<file path="src/rtl/ro_puf_challenger.sv">
// Challenge sequencer for the ring-oscillator PUF core: steps through a latched
// challenge list, gates each counting window and packs one response bit per challenge.
//
// state  | meaning
// -------+-------------------------------------------------------------
// IDLE   | waiting for start; PUF counters held in reset
// LOAD   | drive sel1/sel2 for challenge idx
// CLR    | two cycles of counter reset with selects already stable
// RUN    | WIN cycles of counting (puf_enable high)
// HOLD   | SETTLE cycles for the asynchronous ring counters to settle
// CMP    | compare count_1/count_2 into response[idx]
// FIN    | one-cycle done pulse, then back to IDLE
module ro_puf_challenger #(
    parameter int N_CHAL = 8,
    parameter int WIN    = 200,
    parameter int CW     = 8,
    parameter int SETTLE = 4
) (
    input  logic                  clk,
    input  logic                  reset_n,
    input  logic                  start,
    input  logic [6*N_CHAL-1:0]   chal,
    output logic [2:0]            sel1,
    output logic [2:0]            sel2,
    output logic                  puf_enable,
    output logic                  puf_reset,
    input  logic [CW-1:0]         count_1,
    input  logic [CW-1:0]         count_2,
    output logic [N_CHAL-1:0]     response,
    output logic                  tie,
    output logic                  busy,
    output logic                  done
);

    localparam int IW = (N_CHAL > 1) ? $clog2(N_CHAL) : 1;
    localparam int TW = 16;

    typedef enum logic [2:0] {
        S_IDLE,
        S_LOAD,
        S_CLR,
        S_RUN,
        S_HOLD,
        S_CMP,
        S_FIN
    } state_t;

    state_t              state, state_nxt;
    logic [IW-1:0]       idx, idx_nxt;
    logic [TW-1:0]       tmr, tmr_nxt;
    logic                tmr_tc;
    logic [6*N_CHAL-1:0] chal_q;
    logic [6*N_CHAL-1:0] chal_src;
    logic                accept;

    assign tmr_tc   = (tmr == '0);
    assign accept   = (state == S_IDLE) && start;
    // LOAD of challenge 0 happens on the same edge that latches chal
    assign chal_src = (state == S_IDLE) ? chal : chal_q;

    always_ff @(posedge clk or negedge reset_n) begin
        if (!reset_n) begin
            state <= S_IDLE;
            idx   <= '0;
            tmr   <= '0;
        end else begin
            state <= state_nxt;
            idx   <= idx_nxt;
            tmr   <= tmr_nxt;
        end
    end

    always_comb begin
        state_nxt = state;
        idx_nxt   = idx;
        tmr_nxt   = tmr;
        case (state)
            S_IDLE: begin
                if (start) begin
                    state_nxt = S_LOAD;
                    idx_nxt   = '0;
                end
            end
            S_LOAD: begin
                state_nxt = S_CLR;
                tmr_nxt   = TW'(1);
            end
            S_CLR: begin
                if (tmr_tc) begin
                    state_nxt = S_RUN;
                    tmr_nxt   = TW'(WIN - 1);
                end else begin
                    tmr_nxt = tmr - TW'(1);
                end
            end
            S_RUN: begin
                if (tmr_tc) begin
                    state_nxt = S_HOLD;
                    tmr_nxt   = TW'(SETTLE - 1);
                end else begin
                    tmr_nxt = tmr - TW'(1);
                end
            end
            S_HOLD: begin
                if (tmr_tc) begin
                    state_nxt = S_CMP;
                end else begin
                    tmr_nxt = tmr - TW'(1);
                end
            end
            S_CMP: begin
                if (idx == IW'(N_CHAL - 1)) begin
                    state_nxt = S_FIN;
                end else begin
                    idx_nxt   = idx + IW'(1);
                    state_nxt = S_LOAD;
                end
            end
            S_FIN: begin
                state_nxt = S_IDLE;
            end
            default: begin
                state_nxt = S_IDLE;
            end
        endcase
    end

    // Outputs are registered from the next state so they line up with the state they describe
    always_ff @(posedge clk or negedge reset_n) begin
        if (!reset_n) begin
            sel1       <= '0;
            sel2       <= '0;
            puf_enable <= 1'b0;
            puf_reset  <= 1'b1;
            response   <= '0;
            tie        <= 1'b0;
            busy       <= 1'b0;
            done       <= 1'b0;
            chal_q     <= '0;
        end else begin
            puf_enable <= (state_nxt == S_RUN);
            puf_reset  <= (state_nxt == S_IDLE) || (state_nxt == S_LOAD) ||
                          (state_nxt == S_CLR)  || (state_nxt == S_FIN);
            busy       <= (state_nxt != S_IDLE) && (state_nxt != S_FIN);
            done       <= (state_nxt == S_FIN);
            if (state_nxt == S_LOAD) begin
                sel1 <= chal_src[6*int'(idx_nxt) +: 3];
                sel2 <= chal_src[6*int'(idx_nxt) + 3 +: 3];
            end
            if (accept) begin
                chal_q   <= chal;
                response <= '0;
                tie      <= 1'b0;
            end
            if (state == S_CMP) begin
                response[idx] <= (count_1 > count_2);
                if (count_1 == count_2) begin
                    tie <= 1'b1;
                end
            end
        end
    end

endmodule
</file>
<file path="config.mk">
export PLATFORM = sky130hd
export DESIGN_NAME = ro_puf_challenger
export DESIGN_NICKNAME = d
export VERILOG_FILES = /design/src/rtl/ro_puf_challenger.sv
export SDC_FILE = /design/constraint.sdc
export NUM_CORES = 1
export LEC_CHECK = 0
export ABC_CLOCK_PERIOD_IN_PS = 2760
export BUFFER_PORTS_ARGS = -buffer_cell sky130_fd_sc_hd__buf_2
export CORE_ASPECT_RATIO = 1.4
export CORE_MARGIN = 1.5
export CORE_UTILIZATION = 57
export DETAILED_ROUTE_END_ITERATION = 10
export PLACE_DENSITY = 0.88
export SETUP_SLACK_MARGIN = 0.1
export SYNTH_ARGS = -nofsm -noshare
export SYNTH_HDL_FRONTEND = slang
export SYNTH_SLANG_ARGS = --single-unit
</file>
<file path="constraint.sdc">
create_clock -name clk -period 2.76 [get_ports clk]
set_clock_uncertainty 0.2 [all_clocks]
set_input_delay 0.276 -clock clk [delete_from_list [all_inputs] [get_ports clk]]
set_output_delay 0.276 -clock clk [all_outputs]
set_load 0.005 [all_outputs]
</file>
==> out/qor.yml, run 1 <==
die_h_um: 117
drt-total-wl_um: 15700
run_status: "complete, no violations"
site_row_count: 41
grt-ovfl-total: 0
setup-tns-final_ps: 0
antenna_violations_before_repair: 0
final_max_slew_viol_count: 0
hold-worst-slack_ps: 15.7
setup_viol_count_final: 0
number_of_cells_traversed_by_the_worst_register_to_register_path: 7
dpl.cell_count: 709
ys_seq_area_frac: 0.420
cp.arrival_ps: 2660
hold_path_depth: 2
drc_errors: 0
rsz_0062_raised_after_global_routing: "true"
timing.hold.worst.start: "chal[13]"
detail_route.vias_per_cell: 6.45
pwr_density_nw_per_um2: 439
areaGrowthSynthToFinish_pct: 27.2
total_leakage_power_uw: 0.00304
critical_path_required_ps: 2760
first_global_vias: 5258
core_region_area_um2: 9030
syn-cell-area_um2: 5300
worst_slew_margin: 0.291
cp_max_fo: 21
gr-usage-all-layers: 0.324
maximum_number_of_pins_on_one_net_before_global_route_repair: 52
placement.io_buffers: 85
yosys_warnings: 0
cells_after_synthesis: 521
antenna_cells_inserted: 0
holdPathEnd: "chal_q[13]$_DFFE_PN0P_"
path_clk_slew_ps: 60
gpl.final_weighted_congestion: 0.944
cts-buffers-inserted: 9
primary_ff_master_synth: "sky130_fd_sc_hd__dfrtp_1"
achievable-frequency_mhz: 376
htree_levels: 3
max_stage_delay_ps: 560
clock_tree_root_buffer_cell: "sky130_fd_sc_hd__clkbuf_16"
timing.final.crit_period_ps: 2660
fp.dieW_um: 84.5
fp.dieArea_um2: 9900
tightestPinTransition_ps: 1040
cts_tree: "done"
critPathLaunchType: "flip-flop"
vias: 4963
grt_pass1_wl_um: 24900
total_power_uw: 2960
netlist-cell-type-count: 67
worstSetupPathType: "reg -> reg"
layout.cells.non_filler: 769
detailedRoute.firstPassIterationCount: 5
preCtsSetupSlack_ps: 118
number_of_placed_i_o_pins: 86
drive_above_1_share: 0.314
hold_path.class: "in -> reg"
setup.reg_to_reg.worst_slack_ps: 100
hold_violations: 0
post_cts.repair.setup_buffers: 0
dp_hpwl_um: 10200
synth_area_per_cell_um2: 10.2
maximum_capacitance_violations: 0
nNetsFinal: 736
period_share: 0.964
postSynth.asyncResetShare: 1.00
detail_route.wl_per_cell_um: 20.4
worst_path_max_delay_cell: "sky130_fd_sc_hd__or4b_4"
effective_utilization_at_floorplan: 0.587
max-clock-path-buffers: 2
clock_sinks: 89
post_syn_nets: 599
synth_edf_count: 0
detail-route-antenna-nets: 0
clock_insertion_delay_at_the_later_pin_of_the_skew_report_ps: 360
cp_cell_sequence: "or4b_4 > buf_4 > o211ai_4 > nand2_4 > mux4_1 > a221oi_2 > a311oi_1"
final.setup.worst_slack_ps: 99.4
power.ir.vdd_worst_v: 0.000495
initialDrtViolationCount: 411
timing.rr.end: "sel2[2]$_DFFE_PN0N_"
end_kind: "flip-flop"
yosys_register_bits: 89
crit-reg2reg-launch: "state[1]$_DFF_PN0_"
## area by class of cell
class / instances / area (um2)
clock buffers: 10 / 239
well taps: 107 / 134
clock inverters: 5 / 78.8
multi-input cells: 379 / 2870
fillers: 587 / 2290
repair buffers: 159 / 1120
flip-flops and latches: 89 / 2230
inverters: 20 / 75.1
## per-layer routing
layer  global-route usage  vias to the layer above  wire length, um
li1                     -                     2231                -
met1                0.344                     2384             5480
met2                0.592                      271             8460
met3               0.0596                       77              903
met4                0.210                        0              818
met5                    0                        -                0
## cells by family after synthesis
logic type | synth area share
AO/OA/AOI/OAI | 0.185
buffers and inverters | 0.0470
XOR/XNOR | 0.00496
multiplexers | 0.174
adder cells (fa/ha/maj) | 0.0297
AND/OR/NAND/NOR | 0.140
flip-flops | 0.420
## stage by stage
step,utilization,area [um2]
final,0.747,6740
after global routing,0.747,6740
after CTS,0.742,6700
after detailed placement,0.658,5940
after global placement,0.658,5940
after floorplan,-,5300
## synthesized netlist by cell type (7+ instances only)
library cell / count / area share
sky130_fd_sc_hd__nand3_1: 9 / 0.0085
sky130_fd_sc_hd__clkbuf_1: 15 / 0.011
sky130_fd_sc_hd__dfrtp_1: 88 / 0.42
sky130_fd_sc_hd__buf_2: 8 / 0.0076
sky130_fd_sc_hd__a21oi_1: 26 / 0.025
sky130_fd_sc_hd__or3_1: 7 / 0.0083
sky130_fd_sc_hd__ha_1: 11 / 0.026
sky130_fd_sc_hd__nand2_1: 48 / 0.034
sky130_fd_sc_hd__inv_1: 18 / 0.013
sky130_fd_sc_hd__nor3_1: 9 / 0.0085
sky130_fd_sc_hd__a32o_1: 9 / 0.017
sky130_fd_sc_hd__a31oi_1: 9 / 0.011
sky130_fd_sc_hd__o211ai_1: 9 / 0.013
sky130_fd_sc_hd__mux2i_1: 11 / 0.021
sky130_fd_sc_hd__o31ai_1: 8 / 0.011
sky130_fd_sc_hd__mux2_2: 55 / 0.12
sky130_fd_sc_hd__nor2_1: 39 / 0.028
sky130_fd_sc_hd__or4_1: 7 / 0.0099
sky130_fd_sc_hd__o21ai_0: 26 / 0.025
sky130_fd_sc_hd__a211oi_1: 7 / 0.0099
## state kept, by name (all words and copies together) (netlist names), 3 cells and up
register and count:
chal_q 48, tmr 16, idx 3, sel1 3
response 8, state 3, sel2 3
## placed cells by master, fill, tap and decap left out, types with 4 or more instances in the layout
cell	netlist	final
sky130_fd_sc_hd__nor2_1	39	39
sky130_fd_sc_hd__mux2i_1	11	11
sky130_fd_sc_hd__a31oi_1	9	9
sky130_fd_sc_hd__ha_1	11	11
sky130_fd_sc_hd__clkbuf_16	0	9
sky130_fd_sc_hd__nand4_1	5	5
sky130_fd_sc_hd__o21ai_0	26	26
sky130_fd_sc_hd__a21o_1	5	5
sky130_fd_sc_hd__a211oi_1	7	7
sky130_fd_sc_hd__buf_4	4	28
sky130_fd_sc_hd__or4_1	7	6
sky130_fd_sc_hd__o31ai_1	8	8
sky130_fd_sc_hd__a2111oi_0	5	4
sky130_fd_sc_hd__dlygate4sd3_1	0	45
sky130_fd_sc_hd__mux4_2	5	5
sky130_fd_sc_hd__a21oi_1	26	26
sky130_fd_sc_hd__nand3_1	9	8
sky130_fd_sc_hd__and2_1	5	4
sky130_fd_sc_hd__nor3_1	9	9
sky130_fd_sc_hd__or3_1	7	7
sky130_fd_sc_hd__inv_1	18	18
sky130_fd_sc_hd__nand2_1	48	48
sky130_fd_sc_hd__dfrtp_1	88	88
sky130_fd_sc_hd__mux2_2	55	55
sky130_fd_sc_hd__o211ai_1	9	9
sky130_fd_sc_hd__o22ai_1	4	4
sky130_fd_sc_hd__a32o_1	9	9
sky130_fd_sc_hd__o21a_1	4	4
sky130_fd_sc_hd__buf_2	8	84
## power breakdown
group | switching [uW] | leakage [uW] | internal (uW)
combinational | 109 | 0.00176 | 140
sequential | 20.2 | 0.00112 | 1340
clock | 536 | 0.000159 | 813
total | 665 | 0.00304 | 2290
## timing repair
item,CTS,global route
pin swaps,0,1
endpoints found under the setup margin,1,14
hold buffers,44,1
endpoints found under the hold margin,92,1
resized for setup,1,7
## critical path, delay by kind of cell (launching register included)
kind | cells | cell delay (ps)
compound gates | 3 | 600
buf+inv | 1 | 240
flops | 1 | 400
mux | 1 | 350
simple gates | 2 | 710
## how the worst max path moves through the flow
stage                             startpoint                  end  slack (ps)  cells past startpoint
after floorplan           tmr[0]$_DFFE_PN0P_  tmr[14]$_DFFE_PN0P_         360                      7
after global placement    state[1]$_DFF_PN0_  sel1[2]$_DFFE_PN0N_         150                      7
after detailed placement  state[1]$_DFF_PN0_  sel1[2]$_DFFE_PN0N_         120                      7
after CTS                 state[1]$_DFF_PN0_  sel2[2]$_DFFE_PN0N_         110                      7
after global routing      state[1]$_DFF_PN0_  sel2[2]$_DFFE_PN0N_          30                      7
final                     state[1]$_DFF_PN0_  sel2[2]$_DFFE_PN0N_         100                      7
Power figures use the tool's default switching activity.
==> run 2, diff against run 1 <==
--- a/config.mk
+++ b/config.mk
@@ -7,7 +7,7 @@
 export LEC_CHECK = 0
 export ABC_CLOCK_PERIOD_IN_PS = 2760
 export BUFFER_PORTS_ARGS = -buffer_cell sky130_fd_sc_hd__buf_2
-export CORE_ASPECT_RATIO = 1.4
+export CORE_ASPECT_RATIO = 1.25
 export CORE_MARGIN = 1.5
 export CORE_UTILIZATION = 57
 export DETAILED_ROUTE_END_ITERATION = 10
==> run 2 against run 1 <==
- the flow now finishes with violations (hold timing)
- first-iteration DRC count grew 8.0%
- largest power group unchanged
- total power shrank 5.8%
- via count grew 1.5%
- clock power shrank 13%
- count of clock-buffer cells in the layout is the same
- critical endpoint is now sel1[2]$_DFFE_PN0N_
- combinational power shrank 2%
- worst hold slack lost 17 ps
- die area is essentially flat
- sequential share of layout area grew 0.77 points
- design area shrank 2.3%
- flip-flop and latch count is the same
- cell count grew 0.39%
- largest cell class unchanged
==> out/qor.yml, run 2 (synthesized netlist as in run 1, its figures left out) <==
path_clk_slew_ps: 70
cts_tree: "done"
final_max_slew_viol_count: 0
crit-reg2reg-launch: "state[1]$_DFF_PN0_"
tightestPinTransition_ps: 1050
worst_path_max_delay_cell: "sky130_fd_sc_hd__or4b_4"
clock_insertion_delay_at_the_later_pin_of_the_skew_report_ps: 350
clock_tree_root_buffer_cell: "sky130_fd_sc_hd__clkbuf_16"
drive_above_1_share: 0.310
maximum_capacitance_violations: 0
achievable-frequency_mhz: 371
critical_path_required_ps: 2790
setup_viol_count_final: 0
core_region_area_um2: 9080
timing.critical_path.depth: 7
power.ir.vdd_worst_v: 0.000399
reg_top3: "chal_q: 48 flops, tmr: 16 flops, response: 8 flops"
period_share: 0.977
placement.io_buffers: 85
layout.cells.non_filler: 772
detailedRoute.firstPassIterationCount: 5
fp.dieArea_um2: 9890
setup.reg_to_reg.worst_slack_ps: 60
registers.top_by_ff_count: "chal_q"
nNetsFinal: 722
largest_reg_flops: 48
detail-route-antenna-nets: 0
worst_slew_margin: 0.282
total_leakage_power_uw: 0.00295
end_kind: "flip-flop"
first_global_vias: 5057
antenna_cells_inserted: 0
critPathLaunchType: "flip-flop"
dpl.cell_count: 721
maximum_number_of_pins_on_one_net_before_global_route_repair: 58
areaGrowthSynthToFinish_pct: 24.3
hold-worst-slack_ps: -1.35
timing.critical_path.max_delay_family: "compound AO/OA/AOI/OAI gates"
initialDrtViolationCount: 444
failed_checks: "hold timing"
detail_route.vias_per_cell: 6.52
htree_levels: 3
hold_path.class: "in -> reg"
rsz_0062_raised_after_global_routing: "true"
timing.hold.worst.start: "chal[5]"
worstSetupPathType: "reg -> reg"
gr-usage-all-layers: 0.328
cp.arrival_ps: 2730
drc_errors: 0
drt-total-wl_um: 16000
effective_utilization_at_floorplan: 0.584
antenna_violations_before_repair: 0
layout.cells.most_common_list: "sky130_fd_sc_hd__dfrtp_1 (88), sky130_fd_sc_hd__buf_2 (84), sky130_fd_sc_hd__mux2_2 (55)"
cp_cell_sequence: "or4b_4 > buf_6 > nand2_1 > o211ai_1 > o31ai_1 > o221ai_1 > a211oi_2"
site_row_count: 39
gpl.final_weighted_congestion: 0.917
layout_commonest_cell: "sky130_fd_sc_hd__dfrtp_1"
number_of_placed_i_o_pins: 86
timing.rr.end: "sel1[2]$_DFFE_PN0N_"
dp_hpwl_um: 10200
setup-tns-final_ps: 0
max_stage_delay_ps: 620
die_h_um: 111
run_status: "finished with violations"
critical_path.endpoint: "sel1[2]$_DFFE_PN0N_"
number_of_cells_traversed_by_the_worst_register_to_register_path: 7
grt_pass1_wl_um: 24800
grt-ovfl-total: 0
max-clock-path-buffers: 2
cts-buffers-inserted: 9
detail_route.wl_per_cell_um: 20.7
cp_max_fo: 43
worstPathBufferInverterCount: 1
vias: 5036
timing.final.crit_period_ps: 2700
clock_sinks: 89
hold_violations: 1
fp.dieW_um: 89.3
timing.critical_path.from: "state[1]$_DFF_PN0_"
post_cts.repair.setup_buffers: 0
pwr_density_nw_per_um2: 423
==> run 2: cell types whose count changed in the layout (fill, tap and decap cells not counted), sizes merged <==
cell | before | now
buf | 114 | 110
inv | 20 | 21
dlygate4sd3 | 45 | 35
clkinvlp | 0 | 2
bufinv | 2 | 0
==> run 2: power breakdown <==
group / internal (uW) / switching [uW]
registers: 1340 / 21.5
logic: 131 / 112
clock network: 624 / 559
total: 2090 / 693
==> run 2: worst min path at each step <==
stage	end	slack, ps	cells past startpoint
2_1_floorplan	busy$_DFF_PN0_	-220	0
3_3_place_gp	tmr[6]$_DFFE_PN0P_	50	1
3_5_place_dp	tmr[6]$_DFFE_PN0P_	60	1
4_1_cts	chal_q[3]$_DFFE_PN0P_	1	2
5_1_grt	chal_q[15]$_DFFE_PN0P_	9	2
6_report	chal_q[5]$_DFFE_PN0P_	-1	2
==> run 2: layout make-up <==
cell class                 count  area, um2
multi-input combinational    379       2860
fill                         611       2490
sequential                    89       2230
timing repair buffer         145        995
clock buffer                  10        229
tap                          123        154
inverter                      20       75.1
clock inverter                 6       52.6
==> run 2: worst reg2reg max path, stage by stage, from the launching register on <==
cell	delay, ps
sky130_fd_sc_hd__dfrtp_1	460
sky130_fd_sc_hd__or4b_4	620
sky130_fd_sc_hd__buf_6	260
sky130_fd_sc_hd__nand2_1	180
sky130_fd_sc_hd__o211ai_1	170
sky130_fd_sc_hd__o31ai_1	150
sky130_fd_sc_hd__o221ai_1	250
sky130_fd_sc_hd__a211oi_2	300
==> run 2: metrics by stage <==
stage / setup slack [ps] / total power [uW] / hold slack (ps) / instance area, um2 / util
final: 63.4 / 2790 / -1.35 / 6590 / 0.726
after global routing: 26.4 / 2850 / 9.04 / 6590 / 0.726
after CTS: 180 / 2770 / 1.23 / 6560 / 0.723
after detailed placement: 195 / 1580 / 55.9 / 5930 / 0.653
after global placement: 257 / 1560 / 47.8 / 5930 / 0.653
after floorplan: 363 / 1460 / -220 / 5300 / -
==> run 2: what timing repair did <==
| item | CTS | global route |
|---|---|---|
| gates resized for setup | 0 | 8 |
| hold endpoints to repair | 66 | 0 |
| hold buffers | 35 | 0 |
| endpoints found under the setup margin | 0 | 9 |
==> run 2: metal layers <==
layer / share of wire / track usage / wire length, um
met5: 0 / 0 / 0
met4: 0.067 / 0.174 / 1070
met3: 0.066 / 0.0633 / 1060
met2: 0.52 / 0.566 / 8350
met1: 0.34 / 0.373 / 5470
==> run 3, diff against run 2 <==
--- a/config.mk
+++ b/config.mk
@@ -12,6 +12,7 @@
 export CORE_UTILIZATION = 57
 export DETAILED_ROUTE_END_ITERATION = 10
 export PLACE_DENSITY = 0.88
+export RECOVER_POWER = 100
 export SETUP_SLACK_MARGIN = 0.1
 export SYNTH_ARGS = -nofsm -noshare
 export SYNTH_HDL_FRONTEND = slang
==> run 3 against run 2 <==
- the flow now finishes without violations
- non-clock buffer count is the same
- largest power group unchanged
- via count shrank 1.5%
- global-route usage is the same
- largest cell class unchanged
- routed wire length shrank 0.11%
==> out/qor.yml, run 3 (synthesized netlist as in run 1, its figures left out) <==
run_status: "complete, no violations"
reg_top3: "chal_q: 48 flops, tmr: 16 flops, response: 8 flops"
grt-ovfl-total: 0
timing.hold.worst.start: "chal[3]"
dp_hpwl_um: 10200
dpl.cell_count: 721
power.ir.vdd_worst_v: 0.000399
antenna_cells_inserted: 0
layout.cells.non_filler: 772
registers.top_by_ff_count: "chal_q"
clock_sinks: 89
post_cts.repair.setup_buffers: 0
detailedRoute.firstPassIterationCount: 5
multi_input_area_um2: 2850
timing.rr.end: "sel1[2]$_DFFE_PN0N_"
number_of_placed_i_o_pins: 86
max-clock-path-buffers: 2
worstSetupPathType: "reg -> reg"
layout.cells.most_common_list: "sky130_fd_sc_hd__dfrtp_1 (88), sky130_fd_sc_hd__buf_2 (76), sky130_fd_sc_hd__mux2_2 (52)"
areaGrowthSynthToFinish_pct: 23.3
hold_path.class: "in -> reg"
achievable-frequency_mhz: 371
gpl.final_weighted_congestion: 0.917
fp.dieArea_um2: 9890
die_h_um: 111
cts_tree: "done"
final.setup.worst_slack_ps: 66.1
cp.arrival_ps: 2730
share_of_the_core_filled_with_cells: 0.720
setup-tns-final_ps: 0
vias: 4958
sequential_cell_area_um2: 2230
final_max_slew_viol_count: 0
rsz_0062_raised_after_global_routing: "true"
layout_commonest_cell: "sky130_fd_sc_hd__dfrtp_1"
hold_violations: 0
drive_above_1_share: 0.285
total_leakage_power_uw: 0.00291
site_row_count: 39
setup_viol_count_final: 0
hold_path_depth: 2
total_power_uw: 2780
total_switching_power_uw: 688
clock_tree_root_buffer_cell: "sky130_fd_sc_hd__clkbuf_16"
critical_path_required_ps: 2790
first_global_vias: 5057
fill_cells: 625
number_of_cells_traversed_by_the_worst_register_to_register_path: 7
power_frac_seq: 0.490
clock_insertion_delay_at_the_later_pin_of_the_skew_report_ps: 350
maximum_number_of_pins_on_one_net_before_global_route_repair: 58
detail-route-antenna-nets: 0
cp_max_fo: 43
grt_pass1_wl_um: 24800
path_clk_slew_ps: 70
p_int_uw: 2090
period_share: 0.976
end_kind: "flip-flop"
core_region_area_um2: 9080
initialDrtViolationCount: 481
holdPathEnd: "chal_q[3]$_DFFE_PN0P_"
worst_slew_margin: 0.308
critPathLaunchType: "flip-flop"
htree_levels: 3
largest_reg_flops: 48
placement.io_buffers: 85
preCtsSetupSlack_ps: 195
maximum_capacitance_violations: 0
cts-buffers-inserted: 9
detail_route.vias_per_cell: 6.42
antenna_violations_before_repair: 0
crit-reg2reg-launch: "state[1]$_DFF_PN0_"
effective_utilization_at_floorplan: 0.584
drt-total-wl_um: 15900
tightestPinTransition_ps: 1010
power_frac_comb: 0.086
timing.final.crit_period_ps: 2690
p_sw_frac: 0.248
pwr_density_nw_per_um2: 425
fp.dieW_um: 89.3
gr-usage-all-layers: 0.328
nNetsFinal: 722
clockPowerShare: 0.424
setup.reg_to_reg.worst_slack_ps: 70
detail_route.wl_per_cell_um: 20.6
drc_errors: 0
-- run 3: cell count changes in the layout (fill, tap and decap cells not counted), moves of 2 or more --
cell | previous run | this run
sky130_fd_sc_hd__clkbuf_1 | 1 | 11
sky130_fd_sc_hd__buf_2 | 84 | 76
sky130_fd_sc_hd__buf_4 | 23 | 19
sky130_fd_sc_hd__mux2_1 | 0 | 3
sky130_fd_sc_hd__mux2_2 | 55 | 52
sky130_fd_sc_hd__buf_12 | 2 | 0
sky130_fd_sc_hd__clkbuf_2 | 0 | 2
-- run 3: worst max-delay path by stage --
stage / startpoint / end / slack [ps] / depth (start not counted)
3_5_place_dp: count_2[1] / response[1]$_DFF_PN0_ / 200 / 9
4_1_cts: tmr[1]$_DFFE_PN0P_ / tmr[12]$_DFFE_PN0P_ / 180 / 8
6_report: state[1]$_DFF_PN0_ / sel1[2]$_DFFE_PN0N_ / 70 / 7
3_3_place_gp: idx[0]$_DFF_PN0_ / sel2[2]$_DFFE_PN0N_ / 260 / 7
2_1_floorplan: tmr[0]$_DFFE_PN0P_ / tmr[14]$_DFFE_PN0P_ / 360 / 7
5_1_grt: state[1]$_DFF_PN0_ / sel1[2]$_DFFE_PN0N_ / -2 / 8
-- run 3: stage by stage --
step           instance area (um2)  hold WS (ps)
6_report                      6540         0.686
5_1_grt                       6540          9.04
4_1_cts                       6560          1.23
3_5_place_dp                  5930          55.9
3_3_place_gp                  5930          47.8
2_1_floorplan                 5300          -220
-- run 3: cell type report --
cell class	instances	share of cell area
Timing Repair Buffer	145	0.145
Clock inverter	6	0.00804
Inverter	20	0.0115
Tap cell	123	0.0235
Clock buffer	10	0.0350
Multi-Input combinational cell	379	0.436
Sequential cell	89	0.341
-- run 3: layer usage --
| layer | vias to the layer above | routed length [um] | GRT usage |
|---|---|---|---|
| li1 | 2209 | - | - |
| met1 | 2379 | 5560 | 0.373 |
| met2 | 284 | 8240 | 0.566 |
| met3 | 86 | 1050 | 0.0633 |
| met4 | 0 | 1090 | 0.174 |
| met5 | - | 0 | 0 |
-- run 3: critical path, stage by stage (launching register included) --
cell and delay, ps:
sky130_fd_sc_hd__dfrtp_1 460, sky130_fd_sc_hd__or4b_4 620, sky130_fd_sc_hd__buf_6 260, sky130_fd_sc_hd__nand2_1 170, sky130_fd_sc_hd__o211ai_1 170, sky130_fd_sc_hd__o31ai_1 150
sky130_fd_sc_hd__o221ai_1 250, sky130_fd_sc_hd__a211oi_2 300
-- run 3: what timing repair did --
item | in CTS | in global routing
endpoints found under the hold margin | 66 | 0
endpoints found under the setup margin | 0 | 9
gates resized for setup | 0 | 8
hold buffers | 35 | 0
-- run 3: power by group through the flow --
stage                     registers [uW]  logic [uW]  clock network, uW
after floorplan                     1380        84.6                  0
after global placement              1380         184                  0
after detailed placement            1380         194                  0
after CTS                           1360         234               1180
after global routing                1360         261               1220
final                               1360         239               1180
